**src/rtl/parity_serial_rx_pkg.sv**
```systemverilog
// Shared types and constants for the parity serial link (receive side today,
// transmit-side generator later).
package parity_pkg;

  typedef enum logic [1:0] {
    IDLE   = 2'd0,
    DATA   = 2'd1,
    PARITY = 2'd2,
    STOP   = 2'd3
  } rx_state_t;

  localparam int DATA_W_DEFAULT = 4;
  // start + data + parity + stop
  localparam int FRAME_LEN      = DATA_W_DEFAULT + 3;

endpackage

```
**src/rtl/parity_serial_rx_if.sv**
```systemverilog
// Serial line in, checked word plus status out. The master drives the line and
// consumes results; the slave is the receiver.
interface parity_serial_rx_if #(
  parameter int DATA_W = 4,
  parameter int CNT_W  = 8
);
  logic              sin;
  logic [DATA_W-1:0] dout;
  logic              dout_valid;
  logic              perr;
  logic              ferr;
  logic              busy;
  logic [CNT_W-1:0]  err_cnt;

  modport master (
    output sin,
    input  dout, dout_valid, perr, ferr, busy, err_cnt
  );

  modport slave (
    input  sin,
    output dout, dout_valid, perr, ferr, busy, err_cnt
  );
endinterface

```
**src/rtl/parity_serial_rx_calc.sv**
```systemverilog
// Reduction-XOR parity of a data word; shared with the transmit-side generator.
module parity_calc #(
  parameter int DATA_W = 4
) (
  input  logic [DATA_W-1:0] data,
  output logic              par
);
  assign par = ^data;
endmodule

```
**src/rtl/parity_serial_rx.sv**
```systemverilog
// Frame receiver: start, DATA_W bits LSB first, even parity, stop. Reports the
// word with parity/framing flags and keeps a saturating error count.
module parity_serial_rx
  import parity_pkg::*;
#(
  parameter int DATA_W = DATA_W_DEFAULT,
  parameter int CNT_W  = 8
) (
  input  logic               clk,
  input  logic               reset,
  parity_serial_rx_if.slave  bus
);

  localparam int CW = $clog2(DATA_W + 1);

  rx_state_t         state_q, state_n;
  logic [CW-1:0]     bit_cnt;
  logic [DATA_W-1:0] shift_q;
  logic              par_bit;
  logic              data_par;
  logic              perr_n;
  logic              ferr_n;

  function automatic logic [CNT_W-1:0] sat_inc(input logic [CNT_W-1:0] v);
    return (v == {CNT_W{1'b1}}) ? v : v + CNT_W'(1);
  endfunction

  parity_calc #(.DATA_W(DATA_W)) u_parity_calc (
    .data (shift_q),
    .par  (data_par)
  );

  assign perr_n   = data_par ^ par_bit;
  assign ferr_n   = ~bus.sin;
  assign bus.busy = (state_q != IDLE);

  always_comb begin
    state_n = state_q;
    case (state_q)
      IDLE:   if (!bus.sin) state_n = DATA;
      DATA:   if (bit_cnt == CW'(DATA_W - 1)) state_n = PARITY;
      PARITY: state_n = STOP;
      STOP:   state_n = IDLE;
      default: state_n = IDLE;
    endcase
  end

  always_ff @(posedge clk) begin
    if (reset) begin
      state_q        <= IDLE;
      bit_cnt        <= '0;
      shift_q        <= '0;
      par_bit        <= 1'b0;
      bus.dout       <= '0;
      bus.dout_valid <= 1'b0;
      bus.perr       <= 1'b0;
      bus.ferr       <= 1'b0;
      bus.err_cnt    <= '0;
    end else begin
      state_q        <= state_n;
      bus.dout_valid <= 1'b0;
      bus.perr       <= 1'b0;
      bus.ferr       <= 1'b0;
      case (state_q)
        IDLE: bit_cnt <= '0;
        DATA: begin
          // Shift right with new bits at the MSB so the first bit ends at bit 0
          shift_q <= {bus.sin, shift_q[DATA_W-1:1]};
          bit_cnt <= bit_cnt + CW'(1);
        end
        PARITY: par_bit <= bus.sin;
        STOP: begin
          bus.dout       <= shift_q;
          bus.dout_valid <= 1'b1;
          bus.perr       <= perr_n;
          bus.ferr       <= ferr_n;
          if (perr_n || ferr_n) bus.err_cnt <= sat_inc(bus.err_cnt);
        end
        default: ;
      endcase
    end
  end

endmodule

```
**src/flat_wrapper.sv**
```systemverilog
// flat-port wrapper written by rule: the top's interface ports become plain ports
module parity_serial_rx_flat import parity_pkg::*;
#(
  parameter int DATA_W = DATA_W_DEFAULT,
  parameter int CNT_W  = 8
)
  (clk, reset, bus_sin, bus_dout, bus_dout_valid, bus_perr, bus_ferr, bus_busy, bus_err_cnt);
  parity_serial_rx_if #(.DATA_W(DATA_W), .CNT_W(CNT_W)) bus_i ();
  input  logic clk;
  input  logic reset;
  input wire logic [$bits(bus_i.sin)-1:0] bus_sin;
  output wire logic [$bits(bus_i.dout)-1:0] bus_dout;
  output wire logic [$bits(bus_i.dout_valid)-1:0] bus_dout_valid;
  output wire logic [$bits(bus_i.perr)-1:0] bus_perr;
  output wire logic [$bits(bus_i.ferr)-1:0] bus_ferr;
  output wire logic [$bits(bus_i.busy)-1:0] bus_busy;
  output wire logic [$bits(bus_i.err_cnt)-1:0] bus_err_cnt;
  assign bus_i.sin = bus_sin;
  assign bus_dout = bus_i.dout;
  assign bus_dout_valid = bus_i.dout_valid;
  assign bus_perr = bus_i.perr;
  assign bus_ferr = bus_i.ferr;
  assign bus_busy = bus_i.busy;
  assign bus_err_cnt = bus_i.err_cnt;
  parity_serial_rx #(.DATA_W(DATA_W), .CNT_W(CNT_W)) u_core (.clk(clk), .reset(reset), .bus(bus_i));
endmodule
```
**config.mk**
```make
export PLATFORM = sky130hd
export DESIGN_NAME = parity_serial_rx_flat
export DESIGN_NICKNAME = d
export VERILOG_FILES = /design/src/rtl/parity_serial_rx_pkg.sv /design/src/rtl/parity_serial_rx_if.sv /design/src/rtl/parity_serial_rx_calc.sv /design/src/rtl/parity_serial_rx.sv /design/src/flat_wrapper.sv
export SDC_FILE = /design/constraint.sdc
export NUM_CORES = 1
export LEC_CHECK = 0
export ABC_AREA = 1
export CAP_MARGIN = 10
export CORE_ASPECT_RATIO = 1.5
export CORE_UTILIZATION = 34
export DETAILED_ROUTE_END_ITERATION = 6
export SETUP_SLACK_MARGIN = 0.2
export SYNTH_ARGS = -nofsm -noshare
export SYNTH_HDL_FRONTEND = slang
export SYNTH_SLANG_ARGS = --single-unit
```
**constraint.sdc**
```tcl
create_clock -name clk -period 1.45 [get_ports clk]
set_input_delay 0.29 -clock clk [delete_from_list [all_inputs] [get_ports clk]]
set_output_delay 0.29 -clock clk [all_outputs]
set_load 0.005 [all_outputs]
```
After elaboration in Yosys (flattened, before gate mapping)
Index checks and enable logic that the tools add are counted.
{"block": "totals", "ff_bits": 25, "in_bits": 3, "output_inout_bits": 16, "wordCells": 35}
{"block": "op_classes", "addsub": 2, "eq_ne": 7, "muxes": 5, "n_bitwise": 4, "reduce_logical": 8}
{"op": "$add 8x1->8 const B", "n": 1}
{"op": "$eq 8x8->1 const B", "n": 1}
{"op": "$pmux 2 s4", "n": 1}
{"op": "$pmux 3 s2", "n": 1}
{"op": "$eq 2x2->1 const B", "n": 2}
{"op": "$mux 2", "n": 2}
{"op": "$reduce_bool 2->1", "n": 2}
{"op": "$reduce_xor 4->1", "n": 1}
{"op": "$add 3x1->3 const B", "n": 1}
{"op": "$eq 3x2->1 const B", "n": 1}
{"op": "$not 1->1", "n": 3}
{"op": "$reduce_and 3->1", "n": 1}
{"op": "$eq 2x1->1 const B", "n": 1}
{"op": "$logic_not 2->1", "n": 1}
{"op": "$ne 2x1->1 const B", "n": 1}
{"op": "$ne 2x2->1 const B", "n": 1}
{"op": "$reduce_and 2->1", "n": 1}
{"op": "$reduce_or 2->1", "n": 1}
{"op": "$logic_or 1x1->1", "n": 1}
{"op": "$mux 1", "n": 1}
{"op": "$xor 1x1->1", "n": 1}

Longest topological paths before layout
Gate-level depths: netlist of run 1.
{"block": "logic_depth", "word_depth": 4, "ltp_mapped": 11, "ltp_nobuf": 10}

Modules after synthesis
A second synthesis of run 1 with hierarchy kept.
{"block": "hier_totals", "hier_cells": 176, "hier_area_um2": 1238.7}
{"mod": "parity_serial_rx", "instances": 1, "cells_per_inst": 157, "area_each_um2": 1164.9, "seq_area_each_um2": 500.5}
{"mod": "parity_calc", "instances": 1, "cells_per_inst": 19, "area_each_um2": 73.8, "seq_area_each_um2": 0.0}

Worst setup path after synthesis of run 1
OpenSTA, ideal clock, no wires.
{"block": "synth_path", "kind": "register to register", "from": "register u_core.bus.err_cnt[0]", "to": "register u_core.bus.err_cnt[4]", "setup_ps": 115, "arrival_time_ps": 1150, "required_ps": 1335, "setup_slack_ps": 185, "stages_incl_launch_ff": 10, "n_path_buf": 0, "period_less_slack_ps": 1265, "path_cell_list": "dfxtp_1 -> ha_1 -> inv_1 -> nor2_1 -> nand2_1 -> nand2_2 -> nor3_1 -> nand3_1 -> nand2_1 -> nor2_1"}
{"block": "synth_via", "elab_chain_cells": 3, "word_cells_on_any_way": 4, "classes_between": "1 x add/sub; 1 x eq/ne; 1 x bitwise; 1 x reduce/logical"}
{"item": "start, declared", "line_no": "parity_serial_rx_if.sv:22", "text": "output dout, dout_valid, perr, ferr, busy, err_cnt"}
{"item": "start signal, assigned", "line_no": "parity_serial_rx.sv:77", "text": "if (perr_n || ferr_n) bus.err_cnt <= sat_inc(bus.err_cnt);"}
{"item": "parallel branches: the longest is 3 deep, another holds $add 8x1->8"}
Several ways; the timed one is not identified.
A chain may end at the register's enable or synchronous reset.

Worst setup path in the final report of run 1
{"block": "layout_path", "from": "register u_core.state_q[1]", "to": "output port bus_busy"}
{"block": "layout_via", "elab_chain_cells": 1}
{"item": "start, declared", "line_no": "parity_serial_rx.sv:16", "text": "rx_state_t state_q, state_n;"}
{"item": "start signal, assigned", "line_no": "parity_serial_rx.sv:60", "text": "state_q <= state_n;"}
{"item": "$reduce_bool 2->1", "line_no": "parity_serial_rx.sv:35", "text": "assign bus.busy = (state_q != IDLE);"}
{"item": "end, declared", "line_no": "flat_wrapper.sv:16", "text": "output wire logic [$bits(bus_i.busy)-1:0] bus_busy;"}
No other way between the ends.

==> impl_results.md, run 1 <==
- Clock slew at reported path FFs: 0.08 ns
- Met2 Use GR: 34.7%
- Outcome: finished clean
- Peak supply drop: 0.000766 V
- First-pass GRT wire length: 4.69 mm
- Slew Viols, Final: 0
- Arrival time worst endpoint: 0.98 ns
- Fin nets: 209
- Worst path max stage delay: 0.37 ns
- Sequential area share after synthesis: 43.0%
- Port Buffers: 18
- Reg2reg setup slack: 0.18 ns
- Worst Hold Class: input port to register
- Critical-path top delay cell: dfxtp_4
- Fin crit period: 1.27 ns
- Fill cells: 310
- Max Buffers Root-to-Sink: 2
- Die Y: 73.7 um
- Final setup fails: 0
- Final ANT Viol Nets: 0
- Area Growth Syn to Fin: 69.2%
- PwrDens: 1510 nW/um2
- Fmax: 787 MHz
- Core ar.: 3220 um2
- Worst-path cell chain: inv_4, ha_4, inv_1, clkbuf_2
- Routed vias: 1158
- WL per Instance: 12.9 um
- Met1 Usage GRT: 16.5%
- WL final: 3.08 mm
- Crit. End Element: primary output
- CTS tree: built
- Max-cap check violation count: 0
- Full die area: 3670 um2
- Syn nets: 163
- Syn avg cell area: 7.61 um2
- TritonCTS sink count: 25
- Largest net degree at the start of global routing: 18
- Vias in the first global route: 1125
- Critical Path RT: 1.16 ns
- Setup TNS Final: 0 ns
- Row cnt: 25
- Drt first-iter violations: 14
- Top Family by Delay on Critical Path: flip-flops
- YS warnings: 0
- Hold Buf Count CTS: 0
- H-tree depth: 1
- Synthesized area: 1160 um2
- Leakage: 0.872 nW
- DRC viols: 0
- CP Launch Type: register
- Root buffer cell: clkbuf_8
- Placed Area: 1410 um2
- Unrepaired setup endpoints after global routing: true
- First-pass DRT Iterations: 4
- Crit-path max FO: 3
- Diode count: 0
- Final hold violation count: 0
- Buf/Inv on CP: 3
- Number of synthesized register bits: 25
- Critical setup path kind: register to primary output
- Max Clock Skew: 0.00411 ns
- Initial antenna violation count: 0
- Die span in x: 49.8 um
- GPL Wtd Cong: 0.735
- Unique masters post-synth: 23
- Most Crowded Layer GR: met2
- Grt total ovfl: 0
- Vias per std cell: 4.87
- Share of post-route cells with drive strength above 1: 55.6%
- Io pins: 19
- Met3 Use GR: 1.86%
- Cells after Synth: 153
- Final hold slack: 0.458 ns
- Gr usage total: 16.7%
- Initial Utilization: 36.2%
- Total Power: 2.97 mW
- CTS Buf Count: 3
- Slew HR: 76.6%
- Worst skew pair latency: 0.27 ns
- Slew @ Worst Pin: 0.351 ns
- Post-DP HPWL: 1.82 mm
- Fin crit share: 87.7%
- Post-route cell area: 1970 um2
[kinds of logic (layout without fill, tap and decap cells)]
kind of cell / after synthesis / after routing / share of synthesized area, %
AOI/OAI and AO/OA: 30 / 30 / 13.3
buffers and inverters: 21 / 65 / 8.70
adders and majority gates: 7 / 7 / 7.52
xor gates and xnor gates: 1 / 1 / 0.752
DFF: 25 / 25 / 43.0
and+or+nand+nor: 69 / 70 / 26.7
[cell type report]
cell class	count	area (um2)	area share (%)
Multi-Input combinational cell	108	895	45.4
Timing Repair Buffer	44	369	18.7
Sequential cell	25	537	27.2
Inverter	17	75.1	3.81
Tap cell	40	50.0	2.54
Clock buffer	4	45.0	2.29
[flip-flops by register name (all words and copies together) (netlist names)]
name / flops
u_core.bus.dout_valid: 1
u_core.bit_cnt: 3
u_core.bus.err_cnt: 8
u_core.bus.ferr: 1
u_core.bus.perr: 1
u_core.bus.dout: 4
u_core.state_q: 2
u_core.par_bit: 1
u_core.shift_q: 4
[layout by cell type (no fill, tap or decap), types with 2 or more instances in the layout]
| cell | netlist | routed |
|---|---|---|
| buf_4 | 0 | 21 |
| nor2_1 | 26 | 18 |
| dfxtp_2 | 0 | 17 |
| nand2_1 | 23 | 16 |
| dlygate4sd2_1 | 0 | 14 |
| a21oi_1 | 18 | 11 |
| o21ai_0 | 9 | 9 |
| inv_2 | 1 | 8 |
| nand2_4 | 0 | 7 |
| a21oi_2 | 0 | 7 |
| ha_4 | 0 | 6 |
| inv_1 | 16 | 5 |
| nand3_4 | 1 | 5 |
| nand3_2 | 2 | 5 |
| buf_6 | 0 | 5 |
| nor2_2 | 0 | 4 |
| nor2_4 | 0 | 4 |
| nand3_1 | 10 | 4 |
| dfxtp_1 | 25 | 4 |
| dfxtp_4 | 0 | 4 |
| inv_4 | 0 | 3 |
| clkbuf_8 | 1 | 3 |
| clkbuf_2 | 0 | 2 |
[stage by stage]
stage	worst slack (ns)	instances	util [%]
floorplan	0.194	153	-
global placement	-0.0108	213	43.7
detailed placement	-0.0324	213	43.7
CTS	0.0474	230	53.5
global route	0.113	238	61.2
finish	0.179	238	61.2
[cell usage after synthesis]
| library cell | n | area, um2 |
|---|---|---|
| inv_2 | 1 | 3.75 |
| nand3_2 | 2 | 20.0 |
| dfxtp_1 | 25 | 500 |
| xor2_1 | 1 | 8.76 |
| inv_1 | 16 | 60.1 |
| or2_2 | 1 | 6.26 |
| a21boi_0 | 1 | 7.51 |
| buf_2 | 1 | 5.00 |
| o21ai_0 | 9 | 45.0 |
| nand4_1 | 1 | 6.26 |
| nor2_1 | 26 | 97.6 |
| ha_1 | 7 | 87.6 |
| nand2_2 | 2 | 12.5 |
| a21oi_1 | 18 | 90.1 |
| clkbuf_8 | 1 | 13.8 |
| nand2_1 | 23 | 86.3 |
| nand3_1 | 10 | 50.1 |
| nand3_4 | 1 | 17.5 |
| clkbuf_1 | 1 | 3.75 |
| o21ai_1 | 1 | 5.00 |
| nor3_1 | 3 | 15.0 |
| buf_8 | 1 | 15.0 |
| a211oi_1 | 1 | 7.51 |
[worst register-to-register path, cell delays in order (launching register included)]
cell and delay [ns]:
dfxtp_4 0.37, buf_4 0.12, ha_4 0.22, nand2_8 0.10, nor3_4 0.15, nand3_1 0.10, nand2_1 0.06, nor2_1 0.04
[final timing paths]
kind                     startpoint               endpoint  cells after the start
setup reg to reg  u_core.state_q[1]  u_core.bus.err_cnt[4]                      7
hold reg to reg   u_core.bit_cnt[2]      u_core.bit_cnt[2]                      2
hold / removal              bus_sin        u_core.bus.ferr                      2
setup / recovery  u_core.state_q[1]               bus_busy                      4
[power by group]
| part | switching, mW | internal [mW] | leakage, nW |
|---|---|---|---|
| registers | 0.139 | 0.857 | 0.214 |
| logic | 0.864 | 0.706 | 0.635 |
| clock network | 0.210 | 0.197 | 0.0228 |
| total | 1.21 | 1.76 | 0.872 |
[timing repair]
item,4_1_cts,5_1_grt
gates cloned,1,0
pin swaps,16,22
setup buffers,12,8
setup endpoints to repair,29,21
resized for setup,78,53
hold endpoints to repair,0,0
[per-layer routing]
layer / part of all wire [%] / vias up
met2: 60 / 22
met1: 37 / 548
li1: - / 585
met4: 1.1 / 0
met5: 0 / -
met3: 1.9 / 3
No activity file was read; power rests on OpenSTA's default activity.
==> inputs of run 2 (changes only) <==
--- a/config.mk
+++ b/config.mk
@@ -8,6 +8,7 @@
 export ABC_AREA = 1
 export CAP_MARGIN = 10
 export CORE_ASPECT_RATIO = 1.5
+export CORE_MARGIN = 5
 export CORE_UTILIZATION = 34
 export DETAILED_ROUTE_END_ITERATION = 6
 export SETUP_SLACK_MARGIN = 0.2
==> run 2 against run 1 <==
  * Count of clock-buffer cells in the layout shrank 1
  * Highest routed layer unchanged
  * Worst hold slack improved by 0.024 ns
  * Largest cell class unchanged
  * Clock power up 4%
==> impl_results.md, run 2 (synthesis gave the netlist of run 1 again) <==
- Fin nets: 207
- Vias per std cell: 4.93
- Worst path max stage delay: 0.37 ns
- Root buffer cell: clkbuf_8
- Final hold violation count: 0
- Io pins: 19
- Critical setup path kind: register to register
- Fill cells: 302
- TritonCTS sink count: 25
- Slew HR: 67.8%
- Max reg flops: 8
- Grt total ovfl: 0
- Worst-path cell chain: ha_4, inv_2, nor2_4, nand2_2, nand2_4, nor3_4, nand3_2, nand2_1, nor2_1
- Dpl cells: 216
- Total Power: 2.97 mW
- Largest net degree at the start of global routing: 18
- Core ar.: 3350 um2
- Leakage: 0.845 nW
- Largest register by flop count: u_core.bus.err_cnt
- Diode count: 0
- Die Y: 81.7 um
- Hold path start: u_core.bit_cnt[2]
- Max Clock Skew: 0.00719 ns
- Core Util, Final: 57.7%
- Crit. End Element: register
- Initial Utilization: 34.8%
- Post-DP HPWL: 1.78 mm
- Final setup fails: 0
- Top Family by Delay on Critical Path: simple AND/OR/NAND/NOR gates
- Die span in x: 57.8 um
- Unrepaired setup endpoints after global routing: true
- Critical-path top delay cell: dfxtp_4
- WL per Instance: 13.2 um
- Crit-path max FO: 4
- Most common cell after layout, fill and taps aside: nor2_1
- Reg2reg start: u_core.bus.err_cnt[0]
- Hold Buf Count CTS: 0
- Gr usage total: 12.5%
- Fin crit share: 91.2%
- WL final: 3.15 mm
- Non-Filler Instances: 238
- Start point of the critical path: u_core.bus.err_cnt[0]
- Area Growth Syn to Fin: 66.0%
- First-pass GRT wire length: 4.69 mm
- Max Buffers Root-to-Sink: 2
- GPL Wtd Cong: 0.784
- Worst Hold Class: register to register
- Final ANT Viol Nets: 0
- Slew @ Worst Pin: 0.482 ns
- Critical Path RT: 1.62 ns
- First-pass DRT Iterations: 4
- Buf/Inv on CP: 1
- PwrDens: 1540 nW/um2
- CTS tree: built
- Drt first-iter violations: 27
- Final hold slack: 0.482 ns
- Routed vias: 1173
- Vias in the first global route: 1124
- Most frequent cells in the layout: 20 x nor2_1, 18 x buf_4, 15 x nand2_1, 15 x dlygate4sd2_1, 14 x dfxtp_2
- CP Launch Type: register
- Initial antenna violation count: 0
- Worst skew pair latency: 0.28 ns
- Setup TNS Final: 0 ns
- Slew Viols, Final: 0
- Full die area: 4720 um2
- Peak supply drop: 0.00117 V
- Arrival time worst endpoint: 1.49 ns
- Clock slew at reported path FFs: 0.09 ns
- Share of post-route cells with drive strength above 1: 52.6%
- CTS Buf Count: 3
- Fmax: 756 MHz
- Fin crit period: 1.32 ns
- Max-cap check violation count: 0
- Port Buffers: 18
- DRC viols: 0
- Outcome: finished clean
- Regs by FF count: u_core.bus.err_cnt (8), u_core.bus.dout (4), u_core.shift_q (4)
- H-tree depth: 1
- Row cnt: 26
[run 2: cell types whose count changed in the layout (fill, tap and decap cells not counted), moves of 2 or more]
cell | previous run | this run
inv_2 | 8 | 6
nand3_2 | 5 | 7
dfxtp_2 | 17 | 14
nor2_2 | 4 | 2
inv_1 | 5 | 7
dfxtp_1 | 4 | 7
buf_4 | 21 | 18
nor2_1 | 18 | 20
nand2_2 | 1 | 3
[run 2: worst min-delay path: stages, from the launching register on]
cell and delay [ns]:
dfxtp_1 0.32, nand2_1 0.08, a21oi_2 0.05
[run 2: final timing paths]
check / cells after the start / endpoint / slack [ns]
worst max-delay path: 9 / u_core.bus.err_cnt[4] / 0.13
worst min-delay path: 2 / u_core.bit_cnt[2] / 0.48
worst max register to register: 9 / u_core.bus.err_cnt[4] / 0.13
worst min register to register: 2 / u_core.bit_cnt[2] / 0.48
[run 2: per-layer routing]
layer	up-vias	global-route usage (%)	share of wire, %
li1	584	-	-
met1	558	12.5	36
met2	24	24.5	57
met3	7	2.04	4.3
met4	0	5.57	2.1
met5	-	0	0
[run 2: metrics by stage]
step,worst slack [ns],instance area (um2)
2_1_floorplan,0.194,1170
3_3_place_gp,0.0175,1420
3_5_place_dp,-0.00646,1420
4_1_cts,0.0216,1690
5_1_grt,0.0524,1930
6_report,0.127,1930
[run 2: power by group]
group	total [mW]	switching (mW)	internal, mW
Clock	0.425	0.230	0.195
Combinational	1.56	0.889	0.669
Sequential	0.988	0.134	0.853
[run 2: area by class of cell]
type	count	area, um2	share of cell area, %
inverters	17	73.8	3.82
repair buffers	42	354	18.3
multi-input cells	108	871	45.0
clock inverters	1	7.51	0.388
clock buffers	3	41.3	2.14
well taps	42	52.6	2.72
flip-flops and latches	25	533	27.6
[run 2: timing repair]
action | CTS | global route
buffers inserted | 11 | 6
pin swaps | 12 | 22
endpoints found under the setup margin | 31 | 20
cloned | 1 | 0
resized for setup | 69 | 54
